==> src/rtl/apb_master_nslv_pkg.sv <==
//==============================================================================
// Module : apb_master_pkg
// Brief  : Shared types, status codes and sizing helper for the APB3 master.
// Rev    : 1.0
//==============================================================================
`timescale 1ns/1ps
`default_nettype none

package apb_master_pkg;

    typedef enum logic [1:0] {
        ST_IDLE   = 2'd0,
        ST_SETUP  = 2'd1,
        ST_ACCESS = 2'd2
    } state_t;

    localparam logic [1:0] APB_STATE_DISABLED = 2'd0;
    localparam logic [1:0] APB_STATE_IDLE     = 2'd1;
    localparam logic [1:0] APB_STATE_READ     = 2'd2;
    localparam logic [1:0] APB_STATE_WRITE    = 2'd3;

    // Index width for n items, never below one bit.
    function automatic int clog2_min1(input int n);
        return (n <= 2) ? 1 : $clog2(n);
    endfunction

endpackage

`default_nettype wire

==> src/rtl/apb_master_nslv_rsp_mux.sv <==
//==============================================================================
// Module : apb_rsp_mux
// Brief  : Selects the addressed slave's PRDATA/PREADY/PSLVERR; flags decode errors.
// Rev    : 1.0
//==============================================================================
`timescale 1ns/1ps
`default_nettype none

module apb_rsp_mux #(
    parameter int N_SLV = 4,
    parameter int DW    = 32,
    parameter int SELW  = 2
) (
    input  logic [SELW-1:0]     sel,
    input  logic [N_SLV*DW-1:0] prdata,
    input  logic [N_SLV-1:0]    pready,
    input  logic [N_SLV-1:0]    pslverr,
    output logic [DW-1:0]       sel_prdata,
    output logic                sel_pready,
    output logic                sel_pslverr,
    output logic                dec_err
);

    // An out-of-range index matches no slave, so all selected fields read as zero.
    always_comb begin
        sel_prdata  = '0;
        sel_pready  = 1'b0;
        sel_pslverr = 1'b0;
        for (int i = 0; i < N_SLV; i++) begin
            if (sel == SELW'(i)) begin
                sel_prdata  = prdata[i*DW +: DW];
                sel_pready  = pready[i];
                sel_pslverr = pslverr[i];
            end
        end
    end

    assign dec_err = (int'(sel) >= N_SLV);

endmodule

`default_nettype wire

==> src/rtl/apb_master_nslv.sv <==
//==============================================================================
// Module : apb_master_nslv
// Brief  : APB3 master for N_SLV slaves with timeout, decode error and back-to-back support.
// Rev    : 1.0
//==============================================================================
`timescale 1ns/1ps
`default_nettype none

module apb_master_nslv
    import apb_master_pkg::*;
#(
    parameter int AW      = 32,
    parameter int DW      = 32,
    parameter int N_SLV   = 4,
    parameter int SELW    = clog2_min1(N_SLV),
    parameter int TIMEOUT = 256
) (
    input  logic                clk,
    input  logic                rst_n,
    input  logic                en,
    input  logic                cmd_valid,
    output logic                cmd_ready,
    input  logic                cmd_write,
    input  logic [SELW-1:0]     cmd_sel,
    input  logic [AW-1:0]       cmd_addr,
    input  logic [DW-1:0]       cmd_wdata,
    input  logic                rsp_full,
    output logic                rsp_wen,
    output logic [DW-1:0]       rsp_rdata,
    output logic                rsp_err,
    output logic                rsp_tmo,
    output logic [1:0]          apb_state,
    output logic [N_SLV-1:0]    psel,
    output logic                penable,
    output logic                pwrite,
    output logic [AW-1:0]       paddr,
    output logic [DW-1:0]       pwdata,
    input  logic [N_SLV*DW-1:0] prdata,
    input  logic [N_SLV-1:0]    pready,
    input  logic [N_SLV-1:0]    pslverr
);

    localparam int              CW         = clog2_min1(TIMEOUT + 1);
    localparam logic [CW-1:0]   c_tmo_last = CW'((TIMEOUT == 0) ? 0 : TIMEOUT - 1);

    state_t            r_state;
    logic [SELW-1:0]   r_sel;
    logic [CW-1:0]     r_cnt;

    logic [DW-1:0]     w_sel_prdata;
    logic              w_sel_pready;
    logic              w_sel_pslverr;
    logic              w_dec_err;
    logic              w_tmo_hit;
    logic              w_tmo;
    logic              w_done;
    logic              w_accept;
    logic [N_SLV-1:0]  w_psel_dec;

    apb_rsp_mux #(
        .N_SLV (N_SLV),
        .DW    (DW),
        .SELW  (SELW)
    ) u_rsp_mux (
        .sel         (r_sel),
        .prdata      (prdata),
        .pready      (pready),
        .pslverr     (pslverr),
        .sel_prdata  (w_sel_prdata),
        .sel_pready  (w_sel_pready),
        .sel_pslverr (w_sel_pslverr),
        .dec_err     (w_dec_err)
    );

    assign w_tmo_hit = (TIMEOUT != 0) && (r_cnt == c_tmo_last);
    assign w_done    = (r_state == ST_ACCESS) && (w_sel_pready || w_dec_err || w_tmo_hit);
    // A ready slave in the final counted cycle wins over the timeout.
    assign w_tmo     = w_tmo_hit && !w_sel_pready && !w_dec_err;
    assign cmd_ready = en && !rsp_full && ((r_state == ST_IDLE) || w_done);
    assign w_accept  = cmd_valid && cmd_ready;

    always_comb begin
        w_psel_dec = '0;
        for (int i = 0; i < N_SLV; i++) begin
            if (cmd_sel == SELW'(i)) w_psel_dec[i] = 1'b1;
        end
    end

    always_comb begin
        if (!en)                                              apb_state = APB_STATE_DISABLED;
        else if (r_state == ST_SETUP || r_state == ST_ACCESS) apb_state = pwrite ? APB_STATE_WRITE : APB_STATE_READ;
        else                                                  apb_state = APB_STATE_IDLE;
    end

    always_ff @(posedge clk or negedge rst_n) begin
        if (!rst_n) begin
            r_state   <= ST_IDLE;
            r_sel     <= '0;
            r_cnt     <= '0;
            psel      <= '0;
            penable   <= 1'b0;
            pwrite    <= 1'b0;
            paddr     <= '0;
            pwdata    <= '0;
            rsp_wen   <= 1'b0;
            rsp_rdata <= '0;
            rsp_err   <= 1'b0;
            rsp_tmo   <= 1'b0;
        end else begin
            rsp_wen <= 1'b0;
            case (r_state)
                ST_IDLE: ;
                ST_SETUP: begin
                    r_state <= ST_ACCESS;
                    penable <= 1'b1;
                    r_cnt   <= '0;
                end
                ST_ACCESS: begin
                    if (w_done) begin
                        rsp_wen   <= 1'b1;
                        rsp_rdata <= (!pwrite && w_sel_pready) ? w_sel_prdata : '0;
                        rsp_err   <= (w_sel_pslverr && w_sel_pready) || w_tmo || w_dec_err;
                        rsp_tmo   <= w_tmo;
                        r_state   <= ST_IDLE;
                        psel      <= '0;
                        penable   <= 1'b0;
                    end else if (r_cnt != '1) begin
                        r_cnt <= r_cnt + 1'b1;
                    end
                end
                default: r_state <= ST_IDLE;
            endcase
            // Acceptance in the done cycle overrides the return to IDLE.
            if (w_accept) begin
                r_state <= ST_SETUP;
                r_sel   <= cmd_sel;
                psel    <= w_psel_dec;
                penable <= 1'b0;
                pwrite  <= cmd_write;
                paddr   <= cmd_addr;
                pwdata  <= cmd_wdata;
            end
        end
    end

endmodule

`default_nettype wire

==> config.mk <==
export PLATFORM = sky130hd
export DESIGN_NAME = apb_master_nslv
export DESIGN_NICKNAME = d
export VERILOG_FILES = /design/src/rtl/apb_master_nslv_pkg.sv /design/src/rtl/apb_master_nslv_rsp_mux.sv /design/src/rtl/apb_master_nslv.sv
export SDC_FILE = /design/constraint.sdc
export NUM_CORES = 1
export LEC_CHECK = 0
export ABC_AREA = 1
export CAP_MARGIN = 20
export CELL_PAD_IN_SITES_DETAIL_PLACEMENT = 0
export CELL_PAD_IN_SITES_GLOBAL_PLACEMENT = 1
export CORE_ASPECT_RATIO = 1.75
export CORE_MARGIN = 3
export CORE_UTILIZATION = 25
export DETAILED_ROUTE_END_ITERATION = 7
export PLACE_DENSITY = 0.79
export SLEW_MARGIN = 5
export SYNTH_ARGS = -nofsm -noshare
export SYNTH_HDL_FRONTEND = slang
export SYNTH_SLANG_ARGS = --single-unit
==> constraint.sdc <==
create_clock -name clk -period 2.25 [get_ports clk]
set_clock_uncertainty 0.15 [all_clocks]
set_input_delay 0.225 -clock clk [delete_from_list [all_inputs] [get_ports clk]]
set_output_delay 0.225 -clock clk [all_outputs]
set_load 0.1 [all_outputs]
# --- After elaboration in Yosys (flattened, before gate mapping) ---
# Index checks and enable logic that the tools add are counted.
classes:
  addsub: 1
  n_eq_ne: 14
  n_reduce_logical: 26
  muxes: 34
op_table:
  columns: ["op", "count"]
  rows:
  - ["two-way mux 32 bit", 5]
  - ["two-way mux 9 bit", 2]
  - ["one-hot mux 9 bit (2 select lines)", 1]
  - ["two-way mux 1 bit", 17]
  - ["two-way mux 4 bit", 3]
  - ["== test 2 bit (second input constant)", 5]
  - ["adder 9 x 1 -> 9 bit (second input constant)", 1]
  - ["== test 9 x 8 -> 1 bit (second input constant)", 1]
  - ["!= test 9 bit (second input constant)", 1]
  - ["two-way mux 2 bit", 4]
  - ["AND reduction 2 bit", 4]
  - ["logical AND 1 bit", 7]
  - ["== test 2 x 1 -> 1 bit (second input constant)", 3]
  - ["zero test 2 bit", 3]
  - ["one-hot mux 2 bit (3 select lines)", 1]
  - ["nonzero test 2 bit", 3]
  - ["logical OR 1 bit", 4]
  - ["!= test 2 bit (second input constant)", 2]
  - ["zero test 1 bit", 3]
  - ["!= test 3 bit (second input constant)", 1]
  - ["AND reduction 3 bit", 1]
  - ["nonzero test 3 bit", 1]
  - ["!= test 2 x 1 -> 1 bit (second input constant)", 1]
  - ["one-hot mux 1 bit (2 select lines)", 1]
totals:
  elab_cells: 87
  in_bits: 208
  ff_bits: 118

# --- Longest topological paths before layout ---
logic_depth:
  ltp_word: 12
  mapped_depth: 13
  ltp_nobuf: 11

# --- Hierarchy ---
# A second synthesis with hierarchy kept.
hier_totals:
  hier_cells: 770
  hier_area_um2: 6155.9
modules_own_cells:
  columns: ["mod", "cells_per_inst", "area_each_um2", "seq_area_each_um2", "instances"]
  rows:
  - ["apb_master_nslv", 570, 5007.3, 2952.8, 1]
  - ["apb_rsp_mux", 200, 1148.6, 0.0, 1]

# --- Least setup slack after synthesis ---
# Ideal clock, no wire load.
synth_path:
  path_type: "reg-to-output"
  from: "register pwrite"
  to: "output apb_state[0]"
  t_required_ns: 1.875
  stages_incl_launch_ff: 3
  arrival_time_ns: 2.568
  n_path_buf: 0
  path_slack_ns: -0.693
  path_cell_list: "dfrtp_1 -> inv_1 -> a21oi_1"
synth_between:
  elab_chain_cells: 3
synth_lines:
  columns: ["element", "line_no", "rtl"]
  rows:
  - ["from (decl)", "apb_master_nslv.sv:35", "output logic pwrite,"]
  - ["from (signal assigned)", "apb_master_nslv.sv:139", "pwrite <= cmd_write;"]
  - ["two-way mux 1 bit", "apb_master_nslv.sv:91", "else if (r_state == ST_SETUP || r_state == ST_ACCESS) apb_state = pwrite ? APB_STATE_WRITE : APB_STATE_READ;"]
  - ["two-way mux 2 bit", "apb_master_nslv.sv:91", null]
  - ["two-way mux 2 bit", "apb_master_nslv.sv:90", "if (!en) apb_state = APB_STATE_DISABLED;"]
  - ["to (decl)", "apb_master_nslv.sv:32", "output logic [1:0] apb_state,"]
# Every way passes these cells.

# --- Worst setup path after layout ---
layout_path:
  from: "register r_cnt[0]"
  to: "output cmd_ready"
layout_between:
  elab_chain_cells: 5
layout_lines:
  columns: ["element", "line_no", "rtl"]
  rows:
  - ["from (decl)", "apb_master_nslv.sv:48", "logic [CW-1:0] r_cnt;"]
  - ["from (signal assigned)", "apb_master_nslv.sv:128", "r_cnt <= r_cnt + 1'b1;"]
  - ["== test 9 x 8 -> 1 bit", "apb_master_nslv.sv:75", "assign w_tmo_hit = (TIMEOUT != 0) && (r_cnt == c_tmo_last);"]
  - ["logical OR 1 bit", "apb_master_nslv.sv:76", "assign w_done = (r_state == ST_ACCESS) && (w_sel_pready || w_dec_err || w_tmo_hit);"]
  - ["logical AND 1 bit", "apb_master_nslv.sv:76", null]
  - ["logical OR 1 bit", "apb_master_nslv.sv:79", "assign cmd_ready = en && !rsp_full && ((r_state == ST_IDLE) || w_done);"]
  - ["logical AND 1 bit", "apb_master_nslv.sv:79", null]
  - ["to (decl)", "apb_master_nslv.sv:22", "output logic cmd_ready,"]
# Every way passes these cells.

==> results.json <==
{
  "clock_tree.htree_level_count": 4,
  "seqPwrFrac_pct": 19.2,
  "post-route-util_pct": 44.9,
  "combPwrFrac_pct": 64.7,
  "drt_iter0_markers": 255,
  "worstPathArrival_ps": 2040,
  "grt_pass1_wl_microns": 33300,
  "overflow": 0,
  "routed-via-count": 6247,
  "dp_hpwl_microns": 15700,
  "startpoint_kind_of_the_worst_setup_timing_path": "flip-flop",
  "cts_tree": "yes",
  "initial_core_util_pct": 25.6,
  "syn2layout_area_growth_pct": 75.6,
  "worst_skew_pair.late_latency_ps": 400,
  "clockRootBuffer": "sky130_fd_sc_hd__clkbuf_16",
  "rsz0062_at_grt": "true",
  "synth.yosys.seq_area_share_pct": 50.6,
  "num_io_pins": 316,
  "count_of_endpoints_failing_setup_in_the_final_report": 84,
  "clk_pin_slew_worst_paths_ps": 50,
  "number_of_antenna_violations_at_the_first_check_in_global_routing": 2,
  "power.share.clock_pct": 16.2,
  "number_of_global_route_vias_before_repair": 6275,
  "p_switching_mw": 10.6,
  "wl_per_cell_microns": 16.5,
  "cts_made_buffers": 17,
  "gp_routability_congestion": 0.778,
  "summed_instance_area_of_the_synthesized_netlist_sq_mm": 0.00584,
  "fin_area_sq_mm": 0.0102,
  "timing_worst_setup_path_type": "reg2out",
  "drt_pre_antenna_iters": 4,
  "yosys.cell_types.count": 32,
  "critPathLaunch": "r_cnt[0]",
  "layout_min_cycle_time_ps": 2420,
  "cp-end-kind": "output port",
  "internal-power_mw": 7.87,
  "tightestPinTransition_ps": 666,
  "wirelength_microns": 22600,
  "final_clock_period_utilization_by_the_worst_path_pct": 107,
  "power.density_cell_area_mw_per_mm2": 1800,
  "drive_gt1_share_pct": 21.5,
  "mappedNetlistNets": 927,
  "vdd_ir_drop_max_mv": 1.12,
  "max-cap-violations": 0,
  "sw_frac_of_total_pct": 57.3,
  "vias_per_cell": 4.57,
  "nNetsFinal": 1267,
  "min_from": "cmd_valid",
  "rows": 73,
  "drc": 0,
  "cts-root-to-sink-buffers": 2,
  "grt_max_degree": 119,
  "ys_dominant_reg_cell": "sky130_fd_sc_hd__dfrtp_1",
  "syn-instance-count": 713,
  "maximum_fanout_along_the_worst_path": 2,
  "syn-mean-instance-area_sq_um": 8.19,
  "timing.final.hold_violations": 0,
  "required_ps": 1880,
  "groute.usage.overall_pct": 16.6,
  "timing.rr.start": "r_cnt[0]",
  "yosysWarnings": 0,
  "width_of_the_chip_microns": 122,
  "die_extent_in_y_microns": 208,
  "hold_class": "in2reg",
  "numPortBuffers": 315,
  "place_area_sq_mm": 0.00918,
  "maxSlewViolCount": 0,
  "layout_setup_ws_ps": -168,
  "status": "finished with violations",
  "coreArea_sq_mm": 0.0228,
  "numClockSinks": 118,
  "detail-route-antenna-nets": 0,
  "async_flop_share_pct": 100,
  "floorplan.die_area_sq_mm": 0.0253,
  "synth.ff_latch_count": 118,
  "violations": "setup timing",
  "synth_edf_count": 0,
  "maxSlewHeadroom_pct": 55.6,
  "p_leak_nw": 4.90,
  "fmaxAchievable_ghz": 0.414
}
cell families (layout without fill, tap and decap cells):
family	after synthesis	in the layout	share of synthesized area [%]
DFF	118	118	50.6
adders and majority gates	6	6	1.29
xor gates and xnor gates	6	6	0.900
buffers and inverters	70	423	6.80
AOI/OAI and AO/OA	116	116	11.7
and+or+nand+nor	397	397	28.8
other	0	2	0
cell usage in the layout (no fill, tap or decap), types with 2 or more instances in the layout:
master | synthesis | routed
sky130_fd_sc_hd__nand2_1 | 265 | 262
sky130_fd_sc_hd__clkdlybuf4s50_1 | 0 | 205
sky130_fd_sc_hd__buf_4 | 3 | 136
sky130_fd_sc_hd__dfrtp_1 | 118 | 116
sky130_fd_sc_hd__nand3_1 | 109 | 107
sky130_fd_sc_hd__o21ai_0 | 51 | 47
sky130_fd_sc_hd__clkbuf_16 | 0 | 21
sky130_fd_sc_hd__a21oi_1 | 19 | 18
sky130_fd_sc_hd__inv_1 | 18 | 17
sky130_fd_sc_hd__o22ai_1 | 14 | 14
sky130_fd_sc_hd__o31ai_1 | 24 | 12
sky130_fd_sc_hd__buf_12 | 0 | 12
sky130_fd_sc_hd__o31ai_2 | 0 | 11
sky130_fd_sc_hd__nor2_1 | 10 | 9
sky130_fd_sc_hd__o21ai_1 | 4 | 8
sky130_fd_sc_hd__buf_6 | 12 | 7
sky130_fd_sc_hd__nand2_2 | 3 | 5
sky130_fd_sc_hd__clkbuf_1 | 8 | 5
sky130_fd_sc_hd__bufinv_16 | 0 | 5
sky130_fd_sc_hd__inv_2 | 4 | 4
sky130_fd_sc_hd__ha_1 | 6 | 4
sky130_fd_sc_hd__nand3_2 | 3 | 3
sky130_fd_sc_hd__xnor2_1 | 3 | 3
sky130_fd_sc_hd__xor2_1 | 3 | 3
sky130_fd_sc_hd__diode_2 | 0 | 2
sky130_fd_sc_hd__a21oi_4 | 1 | 2
sky130_fd_sc_hd__nor2_4 | 1 | 2
sky130_fd_sc_hd__nand2_4 | 1 | 2
sky130_fd_sc_hd__nand3_4 | 0 | 2
sky130_fd_sc_hd__ha_2 | 0 | 2
sky130_fd_sc_hd__clkbuf_8 | 0 | 2
sky130_fd_sc_hd__clkinvlp_4 | 0 | 2
sky130_fd_sc_hd__dfrtp_2 | 0 | 2
area by class of cell:
class,instances,area (sq um)
antenna,2,5.00
multi-input combinational,525,2630
timing repair inverter,1,16.3
clock buffer,24,472
clock inverter,8,170
tap,300,375
timing repair buffer,367,3520
inverter,23,104
fill,2280,12600
sequential,118,2960
critical path: stages, from the launching register on:
cell	delay, ps
sky130_fd_sc_hd__dfrtp_1	360
sky130_fd_sc_hd__ha_2	210
sky130_fd_sc_hd__nand3_4	80
sky130_fd_sc_hd__nor3_4	160
sky130_fd_sc_hd__ha_2	220
sky130_fd_sc_hd__inv_2	40
sky130_fd_sc_hd__nand3_2	70
sky130_fd_sc_hd__nand2_4	60
sky130_fd_sc_hd__a21oi_4	150
sky130_fd_sc_hd__buf_12	130
sky130_fd_sc_hd__buf_12	160
Yosys cell counts (2+ instances only):
cell type / count / area (sq um)
sky130_fd_sc_hd__nand2_2: 3 / 18.8
sky130_fd_sc_hd__o22ai_1: 14 / 87.6
sky130_fd_sc_hd__buf_1: 2 / 7.51
sky130_fd_sc_hd__inv_1: 18 / 67.6
sky130_fd_sc_hd__a21oi_1: 19 / 95.1
sky130_fd_sc_hd__nor3_1: 2 / 10.0
sky130_fd_sc_hd__xor2_1: 3 / 26.3
sky130_fd_sc_hd__nand3_2: 3 / 30.0
sky130_fd_sc_hd__dfrtp_1: 118 / 2950
sky130_fd_sc_hd__xnor2_1: 3 / 26.3
sky130_fd_sc_hd__nand2_1: 265 / 995
sky130_fd_sc_hd__buf_6: 12 / 135
sky130_fd_sc_hd__nand3_1: 109 / 546
sky130_fd_sc_hd__o21ai_1: 4 / 20.0
sky130_fd_sc_hd__o31ai_1: 24 / 180
sky130_fd_sc_hd__clkbuf_1: 8 / 30.0
sky130_fd_sc_hd__nor2_1: 10 / 37.5
sky130_fd_sc_hd__buf_4: 3 / 22.5
sky130_fd_sc_hd__buf_2: 22 / 110
sky130_fd_sc_hd__ha_1: 6 / 75.1
sky130_fd_sc_hd__inv_2: 4 / 15.0
sky130_fd_sc_hd__o21ai_0: 51 / 255
stage by stage:
step	TNS [ps]	hold WS (ps)	worst slack, ps	instances	power [mW]
floorplan	0	-221	18.0	713	12.0
global route	-17710	180	-281	1368	19.3
global placement	0	235	46.2	1313	15.0
finish	-6140	172	-168	1368	18.4
CTS	-6830	136	-277	1351	18.1
detailed placement	-836	232	-35.7	1313	15.0
path summary, 6_finish.rpt:
check / to / slack, ps / cells after the start
worst min-delay path: pwdata[12] / 170 / 3
max in group asynchronous: r_sel[1] / 1130 / 3
worst min register to register: pwdata[31] / 330 / 2
worst max-delay path: cmd_ready / -170 / 10
min in group asynchronous: rsp_rdata[5] / 330 / 3
worst max register to register: paddr[19] / -120 / 14
registers in the layout, summed over array words and instances, names as in the netlist:
name       count
r_state        2
paddr         32
rsp_err        1
r_sel          2
rsp_tmo        1
pwrite         1
rsp_wen        1
r_cnt          9
psel           4
penable        1
rsp_rdata     32
pwdata        32
layer usage:
| metal | track usage, % | wire length, microns | share of wire, % |
|---|---|---|---|
| met1 | 18.0 | 8310 | 37 |
| met2 | 29.9 | 12100 | 54 |
| met3 | 4.90 | 1580 | 7.0 |
| met4 | 6.54 | 614 | 2.7 |
| met5 | 0 | 0 | 0 |
power groups by stage:
stage               combinational, mW  sequential [mW]  clock [mW]
finish                           11.9             3.54        2.98
global route                     12.5             3.65        3.18
CTS                              11.5             3.53        3.07
detailed placement               11.5             3.53           0
global placement                 11.4             3.53           0
floorplan                        2.58             9.39           0
what timing repair did:
item	4_1_cts	5_1_grt
gates resized for setup	8	41
buffers inserted	5	6
pin swaps	5	5
hold buffers	1	0
endpoints found under the setup margin	67	99
hold endpoints to repair	118	0
gates cloned	0	9
Note: power is estimated with default switching activity, not from simulation.
